File: config.mk
export PLATFORM = sky130hd
export DESIGN_NAME = lcd_char_writer_flat
export DESIGN_NICKNAME = d
export VERILOG_FILES = /design/src/rtl/lcd_pkg.sv /design/src/rtl/lcd_char_writer_if.sv /design/src/rtl/lcd_bus_cycle.sv /design/src/rtl/lcd_char_writer.sv /design/src/flat_wrapper.sv
export SDC_FILE = /design/constraint.sdc
export NUM_CORES = 1
export LEC_CHECK = 0
export ABC_AREA = 1
export CAP_MARGIN = 40
export CORE_MARGIN = 4
export CORE_UTILIZATION = 59
export DETAILED_ROUTE_END_ITERATION = 10
export PLACE_DENSITY = 0.77
export SLEW_MARGIN = 20
export SYNTH_ARGS = -nofsm -noshare
export SYNTH_HDL_FRONTEND = slang
export SYNTH_SLANG_ARGS = --single-unit
File: constraint.sdc
create_clock -name clk -period 2.8 [get_ports clk]
set_input_delay 0.42 -clock clk [delete_from_list [all_inputs] [get_ports clk]]
set_output_delay 0.42 -clock clk [all_outputs]
set_load 0.05 [all_outputs]
File: src/rtl/lcd_pkg.sv
// Shared constants and state encodings for the HD44780 character writer and
// the keypad decode stage that feeds it.
package lcd_pkg;

  localparam logic [7:0] FUNC_SET = 8'h38;
  localparam logic [7:0] DISP_ON  = 8'h0C;
  localparam logic [7:0] ENTRY    = 8'h06;
  localparam logic [7:0] CLEAR    = 8'h01;
  localparam logic [7:0] HOME     = 8'h02;
  localparam logic [7:0] LINE0    = 8'h80;
  localparam logic [7:0] LINE1    = 8'hC0;

  localparam logic [7:0] ASCII_BLANK = 8'h20;
  localparam logic [7:0] ASCII_0 = 8'h30, ASCII_1 = 8'h31, ASCII_2 = 8'h32, ASCII_3 = 8'h33;
  localparam logic [7:0] ASCII_4 = 8'h34, ASCII_5 = 8'h35, ASCII_6 = 8'h36, ASCII_7 = 8'h37;
  localparam logic [7:0] ASCII_8 = 8'h38, ASCII_9 = 8'h39;

  typedef enum logic [2:0] {
    ST_PWRUP, ST_INIT, ST_IDLE, ST_CHAR, ST_ADDR, ST_CLR
  } state_t;

  typedef enum logic [2:0] {
    PH_IDLE, PH_DELAY, PH_SETUP, PH_EN, PH_WAIT
  } phase_t;

  function automatic int unsigned max2(input int unsigned a, input int unsigned b);
    return (a > b) ? a : b;
  endfunction

  // Power-up command list, issued in index order.
  function automatic logic [7:0] init_cmd(input logic [1:0] idx);
    case (idx)
      2'd0:    return FUNC_SET;
      2'd1:    return DISP_ON;
      2'd2:    return ENTRY;
      default: return CLEAR;
    endcase
  endfunction

endpackage

File: src/rtl/lcd_char_writer_if.sv
// Request side (keypad decode) and LCD pin side of the character writer.
interface lcd_char_writer_if;
  logic [7:0] i_data;
  logic       i_wr;
  logic       i_clr;
  logic       o_busy;
  logic       lcd_e;
  logic       lcd_rs;
  logic       lcd_rw;
  logic [7:0] lcd_data;

  modport master (
    output i_data, i_wr, i_clr,
    input  o_busy, lcd_e, lcd_rs, lcd_rw, lcd_data
  );

  modport slave (
    input  i_data, i_wr, i_clr,
    output o_busy, lcd_e, lcd_rs, lcd_rw, lcd_data
  );
endinterface

File: src/rtl/lcd_bus_cycle.sv
// One timed SETUP/EN/WAIT byte transfer on the LCD bus. Out of reset the same
// down-counter times the power-up delay, so it is the only timer in the design.
module lcd_bus_cycle
  import lcd_pkg::*;
#(
  parameter int unsigned T_PWRUP = 750000,
  parameter int unsigned T_SETUP = 2,
  parameter int unsigned T_EN    = 12,
  parameter int unsigned T_CMD   = 2000,
  parameter int unsigned T_CLR   = 82000
) (
  input  logic       clk,
  input  logic       rst,
  input  logic       start,
  input  logic       rs,
  input  logic [7:0] data,
  input  logic       long_wait,
  output logic       done,
  output logic       lcd_e,
  output logic       lcd_rs,
  output logic [7:0] lcd_data
);

  localparam int unsigned T_MAX = max2(max2(max2(T_PWRUP, T_SETUP), max2(T_EN, T_CMD)), T_CLR);
  localparam int unsigned CNT_W = $clog2(T_MAX + 1);

  phase_t           phase, phase_n;
  logic [CNT_W-1:0] cnt, cnt_n;
  logic             long_q, long_n;
  logic             rs_n;
  logic [7:0]       data_n;
  logic             load_c;

  // A start in the final wait cycle chains straight into the next SETUP.
  always_comb begin
    phase_n = phase;
    cnt_n   = cnt;
    long_n  = long_q;
    rs_n    = lcd_rs;
    data_n  = lcd_data;
    load_c  = 1'b0;
    case (phase)
      PH_IDLE: load_c = start;
      PH_DELAY, PH_WAIT: begin
        if (cnt == '0) begin
          if (start) load_c  = 1'b1;
          else       phase_n = PH_IDLE;
        end else begin
          cnt_n = cnt - CNT_W'(1);
        end
      end
      PH_SETUP: begin
        if (cnt == '0) begin
          phase_n = PH_EN;
          cnt_n   = CNT_W'(T_EN - 1);
        end else begin
          cnt_n = cnt - CNT_W'(1);
        end
      end
      PH_EN: begin
        if (cnt == '0) begin
          phase_n = PH_WAIT;
          cnt_n   = long_q ? CNT_W'(T_CLR - 1) : CNT_W'(T_CMD - 1);
        end else begin
          cnt_n = cnt - CNT_W'(1);
        end
      end
      default: phase_n = PH_IDLE;
    endcase
    if (load_c) begin
      phase_n = PH_SETUP;
      cnt_n   = CNT_W'(T_SETUP - 1);
      rs_n    = rs;
      data_n  = data;
      long_n  = long_wait;
    end
  end

  // done marks the last cycle of a wait so the sequencer can chain with no gap.
  always_ff @(posedge clk or posedge rst) begin
    if (rst) begin
      phase    <= PH_DELAY;
      cnt      <= CNT_W'(T_PWRUP - 1);
      long_q   <= 1'b0;
      lcd_rs   <= 1'b0;
      lcd_data <= 8'h00;
      lcd_e    <= 1'b0;
      done     <= (T_PWRUP == 1);
    end else begin
      phase    <= phase_n;
      cnt      <= cnt_n;
      long_q   <= long_n;
      lcd_rs   <= rs_n;
      lcd_data <= data_n;
      lcd_e    <= (phase_n == PH_EN);
      done     <= ((phase_n == PH_WAIT) || (phase_n == PH_DELAY)) && (cnt_n == '0);
    end
  end

endmodule

File: src/rtl/lcd_char_writer.sv
// HD44780 character writer: power-up init, then one character or clear per
// request, with cursor tracking and automatic line change / wrap on a 2-line display.
module lcd_char_writer
  import lcd_pkg::*;
#(
  parameter int unsigned T_PWRUP = 750000,
  parameter int unsigned T_SETUP = 2,
  parameter int unsigned T_EN    = 12,
  parameter int unsigned T_CMD   = 2000,
  parameter int unsigned T_CLR   = 82000,
  parameter int unsigned COLS    = 16
) (
  input logic              clk,
  input logic              rst,
  lcd_char_writer_if.slave bus
);

  localparam int unsigned COL_W = $clog2(COLS + 1);
  localparam logic [COL_W-1:0] LAST_COL = COL_W'(COLS - 1);

  state_t           state;
  logic [1:0]       idx;
  logic [COL_W-1:0] col;
  logic             line;
  logic             busy;
  logic             done;
  logic             start_c;
  logic             rs_c;
  logic [7:0]       data_c;
  logic             long_c;
  logic             lcd_e, lcd_rs;
  logic [7:0]       lcd_data;

  // Byte to launch on the bus this cycle, if any.
  always_comb begin
    start_c = 1'b0;
    rs_c    = 1'b0;
    data_c  = 8'h00;
    case (state)
      ST_PWRUP: if (done) begin
        start_c = 1'b1;
        data_c  = init_cmd(2'd0);
      end
      ST_INIT: if (done && (idx != 2'd3)) begin
        start_c = 1'b1;
        data_c  = init_cmd(2'(idx + 2'd1));
      end
      ST_IDLE: begin
        if (bus.i_clr) begin
          start_c = 1'b1;
          data_c  = CLEAR;
        end else if (bus.i_wr) begin
          start_c = 1'b1;
          rs_c    = 1'b1;
          data_c  = bus.i_data;
        end
      end
      ST_CHAR: if (done && (col == LAST_COL)) begin
        start_c = 1'b1;
        data_c  = line ? LINE0 : LINE1;
      end
      default: ;
    endcase
  end

  assign long_c = !rs_c && ((data_c == CLEAR) || (data_c == HOME));

  always_ff @(posedge clk or posedge rst) begin
    if (rst) begin
      state <= ST_PWRUP;
      idx   <= 2'd0;
      col   <= '0;
      line  <= 1'b0;
      busy  <= 1'b1;
    end else begin
      busy <= 1'b1;
      case (state)
        ST_PWRUP: if (done) begin
          state <= ST_INIT;
          idx   <= 2'd0;
        end
        ST_INIT: if (done) begin
          if (idx == 2'd3) begin
            state <= ST_IDLE;
            busy  <= 1'b0;
            col   <= '0;
            line  <= 1'b0;
          end else begin
            idx <= 2'(idx + 2'd1);
          end
        end
        ST_IDLE: begin
          if (bus.i_clr)     state <= ST_CLR;
          else if (bus.i_wr) state <= ST_CHAR;
          else               busy  <= 1'b0;
        end
        ST_CHAR: if (done) begin
          if (col == LAST_COL) begin
            state <= ST_ADDR;
          end else begin
            col   <= COL_W'(col + COL_W'(1));
            state <= ST_IDLE;
            busy  <= 1'b0;
          end
        end
        ST_ADDR: if (done) begin
          col   <= '0;
          line  <= ~line;
          state <= ST_IDLE;
          busy  <= 1'b0;
        end
        ST_CLR: if (done) begin
          col   <= '0;
          line  <= 1'b0;
          state <= ST_IDLE;
          busy  <= 1'b0;
        end
        default: state <= ST_PWRUP;
      endcase
    end
  end

  lcd_bus_cycle #(
    .T_PWRUP (T_PWRUP),
    .T_SETUP (T_SETUP),
    .T_EN    (T_EN),
    .T_CMD   (T_CMD),
    .T_CLR   (T_CLR)
  ) u_bus_cycle (
    .clk       (clk),
    .rst       (rst),
    .start     (start_c),
    .rs        (rs_c),
    .data      (data_c),
    .long_wait (long_c),
    .done      (done),
    .lcd_e     (lcd_e),
    .lcd_rs    (lcd_rs),
    .lcd_data  (lcd_data)
  );

  assign bus.o_busy   = busy;
  assign bus.lcd_e    = lcd_e;
  assign bus.lcd_rs   = lcd_rs;
  assign bus.lcd_rw   = 1'b0;
  assign bus.lcd_data = lcd_data;

endmodule

File: src/flat_wrapper.sv
// flat-port wrapper written by rule: the top's interface ports become plain ports
module lcd_char_writer_flat import lcd_pkg::*;
#(
  parameter int unsigned T_PWRUP = 750000,
  parameter int unsigned T_SETUP = 2,
  parameter int unsigned T_EN    = 12,
  parameter int unsigned T_CMD   = 2000,
  parameter int unsigned T_CLR   = 82000,
  parameter int unsigned COLS    = 16
)
  (clk, rst, bus_i_data, bus_i_wr, bus_i_clr, bus_o_busy, bus_lcd_e, bus_lcd_rs, bus_lcd_rw, bus_lcd_data);
  lcd_char_writer_if bus_i ();
  input logic clk;
  input logic rst;
  input wire logic [$bits(bus_i.i_data)-1:0] bus_i_data;
  input wire logic [$bits(bus_i.i_wr)-1:0] bus_i_wr;
  input wire logic [$bits(bus_i.i_clr)-1:0] bus_i_clr;
  output wire logic [$bits(bus_i.o_busy)-1:0] bus_o_busy;
  output wire logic [$bits(bus_i.lcd_e)-1:0] bus_lcd_e;
  output wire logic [$bits(bus_i.lcd_rs)-1:0] bus_lcd_rs;
  output wire logic [$bits(bus_i.lcd_rw)-1:0] bus_lcd_rw;
  output wire logic [$bits(bus_i.lcd_data)-1:0] bus_lcd_data;
  assign bus_i.i_data = bus_i_data;
  assign bus_i.i_wr = bus_i_wr;
  assign bus_i.i_clr = bus_i_clr;
  assign bus_o_busy = bus_i.o_busy;
  assign bus_lcd_e = bus_i.lcd_e;
  assign bus_lcd_rs = bus_i.lcd_rs;
  assign bus_lcd_rw = bus_i.lcd_rw;
  assign bus_lcd_data = bus_i.lcd_data;
  lcd_char_writer #(.T_PWRUP(T_PWRUP), .T_SETUP(T_SETUP), .T_EN(T_EN), .T_CMD(T_CMD), .T_CLR(T_CLR), .COLS(COLS)) u_core (.clk(clk), .rst(rst), .bus(bus_i));
endmodule
==> impl_metrics.json, run 1 <==
{
  "met1_length_mm": 3.18,
  "area_added_between_synthesis_and_finish_pct": 11.2,
  "routed_wl_mm": 7.29,
  "final_period_minus_worst_setup_slack_ns": 2.51,
  "drc": 0,
  "timing.clock.skew_ns": 0.00528,
  "cts_num_sinks": 47,
  "synthCells": 476,
  "post_drt_wl_per_cell_um": 12.8,
  "maxCapViolations": 0,
  "vias_in_the_first_global_route": 2885,
  "cpPeakStageDelay_ns": 0.38,
  "path_max_fanout": 15,
  "overflow": 0,
  "antenna_left": 0,
  "cpMostUsedCell": "nor2_1",
  "library_cell_used_as_clock_root_buffer": "clkbuf_8",
  "worst_ep_required_time_ns": 3.03,
  "finalSetupViolations": 0,
  "ys_async_sr_fraction": 1.00,
  "postLayoutCoreUtil": 0.691,
  "cts_tree": "yes",
  "cp-end-kind": "register",
  "clk_latency_ns": 0.29,
  "hold_viol_final": 0,
  "synth-main-ff-cell": "dfrtp_1",
  "path_clk_slew_ns": 0.08,
  "htree_levels": 2,
  "pwr_density_cell_mw_per_mm2": 934,
  "syn-num-nets": 496,
  "floorplan.initialDensity": 0.621,
  "nets": 520,
  "slew_violations": 0,
  "place_inst": 563,
  "netlist_area_sq_mm": 0.00325,
  "cellLeakagePower_nw": 1.89,
  "cp_num_buf_inv": 1,
  "num_rows": 26,
  "number_of_warnings_reported_in_the_yosys_synthesis_log": 0,
  "layoutNonFillerInstCount": 571,
  "die_area_sq_mm": 0.00676,
  "ir_drop_uv": 616,
  "hpwlAfterDp_mm": 5.76,
  "grt_pass1_wl_mm": 12.5,
  "finalSetupTns_ns": 0,
  "synth_seq_cells": 47,
  "wl_met2_mm": 3.62,
  "synth_area_per_cell_sq_um": 6.83,
  "clock_path_buffers": 2,
  "cts-buffers-inserted": 5,
  "max_slew.worst_pin.slew_ns": 0.511,
  "finalPower_w": 0.00338,
  "drive_gt1_frac": 0.118,
  "n_antenna_cell": 0,
  "globalRouteTotalUtil": 0.240,
  "dr_total_vias": 2983,
  "fill_cells": 459,
  "die_width_um": 82.2,
  "drt-vias-per-instance": 5.22,
  "io_pins": 24,
  "portBuffers": 22,
  "run_status": "complete, no violations",
  "cts.hold.buffers_added": 0,
  "number_of_detailed_route_iterations_in_the_first_pass": 4,
  "placeable_core_region_sq_mm": 0.00524,
  "grt_max_degree": 29,
  "critPathTopFamily": "simple AND/OR/NAND/NOR gates",
  "slew_limit_headroom": 0.658,
  "gp_routability_congestion": 0.952,
  "clock.fmax_ghz": 0.399,
  "post_synth_num_cell_types": 37,
  "setup.worst_path.start_class": "register",
  "timing.critical_path.arrival_ns": 2.74,
  "cts_setup_buffers": 0,
  "top_layer_used": "met4",
  "grt_setup_unrepaired": "no",
  "slowest_stage": "dfstp_2",
  "postCtsResizedCells": 0,
  "critical_path_class": "register to register",
  "number_of_antenna_violations_at_the_first_check_in_global_routing": 0,
  "detail_route.iter0.violations": 206,
  "hold_path_class": "primary input to asynchronous set/reset pin",
  "critical_path.cell_chain": "inv_1 -> ha_1 -> nand2_4 -> nor2_8 -> nand3_4 -> ha_1 -> nand2_1 -> o21ai_0 -> a21oi_1 -> nand3_1 -> nor2_1 -> nand2_1 -> nor2_1 -> nand3_1 -> nor2_1",
  "floorplan.die.height_um": 82.2,
  "fin_crit_sh": 0.896,
  "synth_sequential_area_ratio": 0.367,
  "route.met3.wl_um": 269,
  "number_of_enable_type_register_cells_in_the_synthesized_netlist": 0
}
## cell families (layout without fill, tap and decap cells)
family / count (synthesis) / in the layout / share of synthesized area
other: 1 / 1 / 0.00115
AOI/OAI and AO/OA: 52 / 52 / 0.0885
and+or+nand+nor: 277 / 277 / 0.387
buffers and inverters: 85 / 110 / 0.109
DFF: 47 / 47 / 0.367
xor gates and xnor gates: 6 / 6 / 0.0162
adders and majority gates: 8 / 8 / 0.0308
## power breakdown
group / switching (W) / internal, W / total [W]
clock: 0.000212 / 0.000178 / 0.000390
combinational: 0.00116 / 0.000583 / 0.00174
sequential: 0.000257 / 0.000993 / 0.00125
total: 0.00163 / 0.00175 / 0.00338
## synth_stat cells, types with 2 or more instances
cell	number	share of area
nand2_1	116	0.13
nor2_1	78	0.090
inv_1	69	0.080
nand3_1	44	0.068
dfrtp_1	32	0.25
o21ai_0	24	0.037
dfstp_2	15	0.12
a21oi_1	14	0.022
ha_1	8	0.031
nand2_2	8	0.015
inv_2	6	0.0069
nand3_2	5	0.015
nor2_2	5	0.0096
nor3_1	5	0.0077
o21ai_1	5	0.0077
buf_2	4	0.0062
nand4_1	4	0.0077
xor2_1	4	0.011
buf_6	3	0.010
nand2_4	3	0.010
a31oi_1	2	0.0038
buf_4	2	0.0046
nand3b_1	2	0.0046
nor2_4	2	0.0069
o21bai_1	2	0.0046
o22ai_1	2	0.0038
xnor2_1	2	0.0054
## path summary, 6_finish.rpt
path / slack [ns] / endpoint / from / depth (start not counted)
worst max-delay path: 0.29 / u_core.u_bus_cycle.done / u_core.u_bus_cycle.cnt[0] / 15
worst min-delay path: 0.44 / u_core.u_bus_cycle.cnt[15] / rst / 2
worst max register to register: 0.29 / u_core.u_bus_cycle.done / u_core.u_bus_cycle.cnt[0] / 15
worst min register to register: 0.49 / u_core.u_bus_cycle.lcd_rs / u_core.u_bus_cycle.lcd_rs / 2
max in group asynchronous: 1.79 / u_core.u_bus_cycle.cnt[12] / rst / 3
min in group clk: 0.49 / u_core.u_bus_cycle.lcd_rs / u_core.u_bus_cycle.lcd_rs / 2
## state kept, by name (all words and copies together), names as in the netlist
signal                       cells
u_core.line                      1
u_core.u_bus_cycle.cnt          20
u_core.bus.o_busy                1
u_core.idx                       2
u_core.u_bus_cycle.phase         3
u_core.u_bus_cycle.done          1
u_core.u_bus_cycle.lcd_rs        1
u_core.state                     3
u_core.u_bus_cycle.lcd_e         1
u_core.u_bus_cycle.lcd_data      8
u_core.col                       5
u_core.u_bus_cycle.long_q        1
## cell usage in the layout (no fill, tap or decap), types with 3 or more instances in the layout
cell type and instances:
clkbuf_1 3, inv_2 7, nand3_2 5, o21ai_0 24, ha_1 8, dfstp_2 15, nand3_1 44, dfrtp_1 32
o21ai_1 5, nand4_1 4, a21oi_1 14, clkdlybuf4s50_1 22, inv_1 68, nor3_1 5, clkbuf_8 5, nor2_2 5
buf_4 4, nand2_1 116, xor2_1 4, nand2_4 3, nor2_1 78, nand2_2 8
## metrics by stage
| stage | hold WS [ns] | cell area, sq um | setup slack [ns] |
|---|---|---|---|
| floorplan | 0.468 | 3250 | 0.414 |
| global placement | 0.470 | 3540 | 0.391 |
| detailed placement | 0.477 | 3540 | 0.335 |
| CTS | 0.449 | 3620 | 0.291 |
| global route | 0.461 | 3620 | 0.0692 |
| finish | 0.439 | 3620 | 0.292 |
## per-layer routing
layer | up-vias | track usage
li1 | 1533 | -
met1 | 1346 | 0.291
met2 | 84 | 0.425
met3 | 20 | 0.0358
met4 | 0 | 0.0930
met5 | - | 0
## cell type report
| class | count | area, sq um | area share |
|---|---|---|---|
| tap | 70 | 87.6 | 0.0242 |
| clock buffer | 8 | 80.1 | 0.0221 |
| timing repair buffer | 27 | 270 | 0.0747 |
| inverter | 75 | 282 | 0.0778 |
| multi-input combinational | 344 | 1700 | 0.471 |
| sequential | 47 | 1190 | 0.330 |
No activity file was read; power rests on OpenSTA's default activity.
==> run 2, diff against run 1 <==
Settings changed: CORE_UTILIZATION 59 to 53, GPL_ROUTABILITY_DRIVEN from default to 0, PLACE_DENSITY 0.77 to 0.73.
Clock period 2.8 ns to 2.3 ns, I/O delays scaled along.
==> impl_metrics.json, run 2 (synthesized netlist as in run 1, its figures left out) <==
{
  "fill_cells": 528,
  "clock.fmax_ghz": 0.459,
  "antenna_left": 0,
  "drt-vias-per-instance": 5.26,
  "max_slew.worst_pin.slew_ns": 0.597,
  "die_area_sq_mm": 0.00745,
  "timing.critical_path.to": "u_core.u_bus_cycle.done",
  "r2r_slack_ns": 0.12,
  "layoutNonFillerInstCount": 597,
  "slew_violations": 0,
  "critical_path.cell_chain": "inv_2 -> ha_4 -> nand2_4 -> nor2_8 -> nand3_4 -> ha_4 -> nand2_1 -> o21ai_1 -> a21oi_1 -> nand3_1 -> nor2_2 -> nand2_1 -> nor2_2 -> nand3_1 -> nor2_1",
  "end_of_the_worst_register_to_register_path": "u_core.u_bus_cycle.done",
  "htree_levels": 2,
  "grt_setup_unrepaired": "yes",
  "critical_path_class": "register to register",
  "floorplan.initialDensity": 0.549,
  "path_max_fanout": 6,
  "slowest_stage": "dfstp_2",
  "number_of_antenna_violations_at_the_first_check_in_global_routing": 0,
  "place_inst": 580,
  "biggestRegsByFlops": "u_core.u_bus_cycle.cnt x20, u_core.u_bus_cycle.lcd_data x8, u_core.col x5",
  "timing.clock.skew_ns": 0.00614,
  "drive_gt1_frac": 0.190,
  "cts_num_sinks": 47,
  "final_common_cell": "nand2_1",
  "portBuffers": 22,
  "cts_tree": "yes",
  "library_cell_used_as_clock_root_buffer": "clkbuf_8",
  "overflow": 0,
  "die_width_um": 86.3,
  "timing.critical_path.arrival_ns": 2.42,
  "fin_crit_sh": 0.947,
  "placed_cell_area_sq_mm": 0.00365,
  "routed_wl_mm": 7.83,
  "layout_common_cells": "nand2_1 (111), nor2_1 (74), inv_1 (66)",
  "cpPeakStageDelay_ns": 0.57,
  "floorplan.die.height_um": 86.3,
  "path_clk_slew_ns": 0.10,
  "n_antenna_cell": 0,
  "critPathLaunch": "u_core.u_bus_cycle.cnt[0]",
  "crit-reg2reg-launch": "u_core.u_bus_cycle.cnt[0]",
  "num_rows": 28,
  "pwr_density_cell_mw_per_mm2": 1130,
  "hold_viol_final": 0,
  "multi_input_area_sq_mm": 0.00178,
  "top_reg_by_flops": "u_core.u_bus_cycle.cnt",
  "slew_limit_headroom": 0.602,
  "run_status": "complete, no violations",
  "worst_ep_required_time_ns": 2.54,
  "vias_in_the_first_global_route": 3056,
  "io_pins": 24,
  "nets": 541,
  "seq_area_sq_mm": 0.00119,
  "hpwlAfterDp_mm": 5.99,
  "hold_path_class": "register to register",
  "globalRouteTotalUtil": 0.223,
  "number_of_detailed_route_iterations_in_the_first_pass": 5,
  "ff2ff_path_depth": 15,
  "cp-end-kind": "register",
  "clk_latency_ns": 0.31,
  "design_area_sq_mm": 0.00389,
  "placeable_core_region_sq_mm": 0.00592,
  "final_period_minus_worst_setup_slack_ns": 2.18,
  "post_drt_wl_per_cell_um": 13.1,
  "setup.worst_path.start_class": "register",
  "cts-buffers-inserted": 5,
  "finalSetupViolations": 0,
  "cellLeakagePower_nw": 1.99,
  "largest_reg_flops": 20,
  "cts.hold.buffers_added": 0,
  "clock_path_buffers": 2,
  "dr_total_vias": 3140,
  "area_added_between_synthesis_and_finish_pct": 19.5,
  "drc": 0,
  "ir_drop_uv": 606,
  "grt_pass1_wl_mm": 13.5,
  "maxCapViolations": 0,
  "detail_route.iter0.violations": 214,
  "grt_max_degree": 48
}
-- run 2: changes by cell type in the layout (fill, tap and decap cells not counted), sizes merged --
cell	delta
clkinvlp	+2
buf	+20
clkbuf	-2
inv	+1
-- run 2: worst max-delay path: cells and delay by family (launching register included) --
kind            cells  cell delay (ns)
simple gates       10             0.88
fa+ha+maj           2             0.39
compound gates      2             0.21
flops               1             0.57
buf+inv             1             0.06
-- run 2: layout make-up --
cell class | count | share of cell area
flip-flops and latches | 47 | 0.307
inverters | 75 | 0.0724
repair buffers | 48 | 0.116
well taps | 75 | 0.0241
clock inverters | 3 | 0.00612
multi-input cells | 344 | 0.457
clock buffers | 5 | 0.0177
-- run 2: metrics by stage --
stage          hold WS [ns]  power, W  setup slack [ns]   util  setup TNS [ns]
4_1_cts               0.501   0.00425            0.0521  0.631               0
5_1_grt               0.527   0.00476          -0.00927  0.657         -0.0185
3_5_place_dp          0.479   0.00372            0.0724  0.616               0
2_1_floorplan         0.468   0.00308            0.0154      -               0
3_3_place_gp          0.469   0.00367             0.119  0.616               0
6_report              0.497   0.00438             0.121  0.657               0
-- run 2: worst min path at each step --
stage               depth (start not counted)                            from                        endpoint  slack (ns)
floorplan                                   1                   u_core.col[0]                   u_core.col[0]        0.47
finish                                      2  u_core.u_bus_cycle.lcd_data[1]  u_core.u_bus_cycle.lcd_data[1]        0.50
CTS                                         2  u_core.u_bus_cycle.lcd_data[4]  u_core.u_bus_cycle.lcd_data[4]        0.50
detailed placement                          2  u_core.u_bus_cycle.lcd_data[4]  u_core.u_bus_cycle.lcd_data[4]        0.48
global placement                            2  u_core.u_bus_cycle.lcd_data[4]  u_core.u_bus_cycle.lcd_data[4]        0.47
global route                                2  u_core.u_bus_cycle.lcd_data[0]  u_core.u_bus_cycle.lcd_data[0]        0.53
-- run 2: what timing repair did --
action / 4_1_cts / 5_1_grt
buffers inserted: 0 / 8
endpoints found under the setup margin: 0 / 4
gates resized for setup: 0 / 20
-- run 2: layer usage --
metal,wire (um),GRT usage
met5,0,0
met2,3850,0.386
met4,137,0.0637
met3,349,0.0371
met1,3490,0.288
-- run 2: report_power, final --
group,switching [W],internal [W]
Sequential,0.000295,0.00121
Clock,0.000305,0.000218
Combinational,0.00149,0.000866
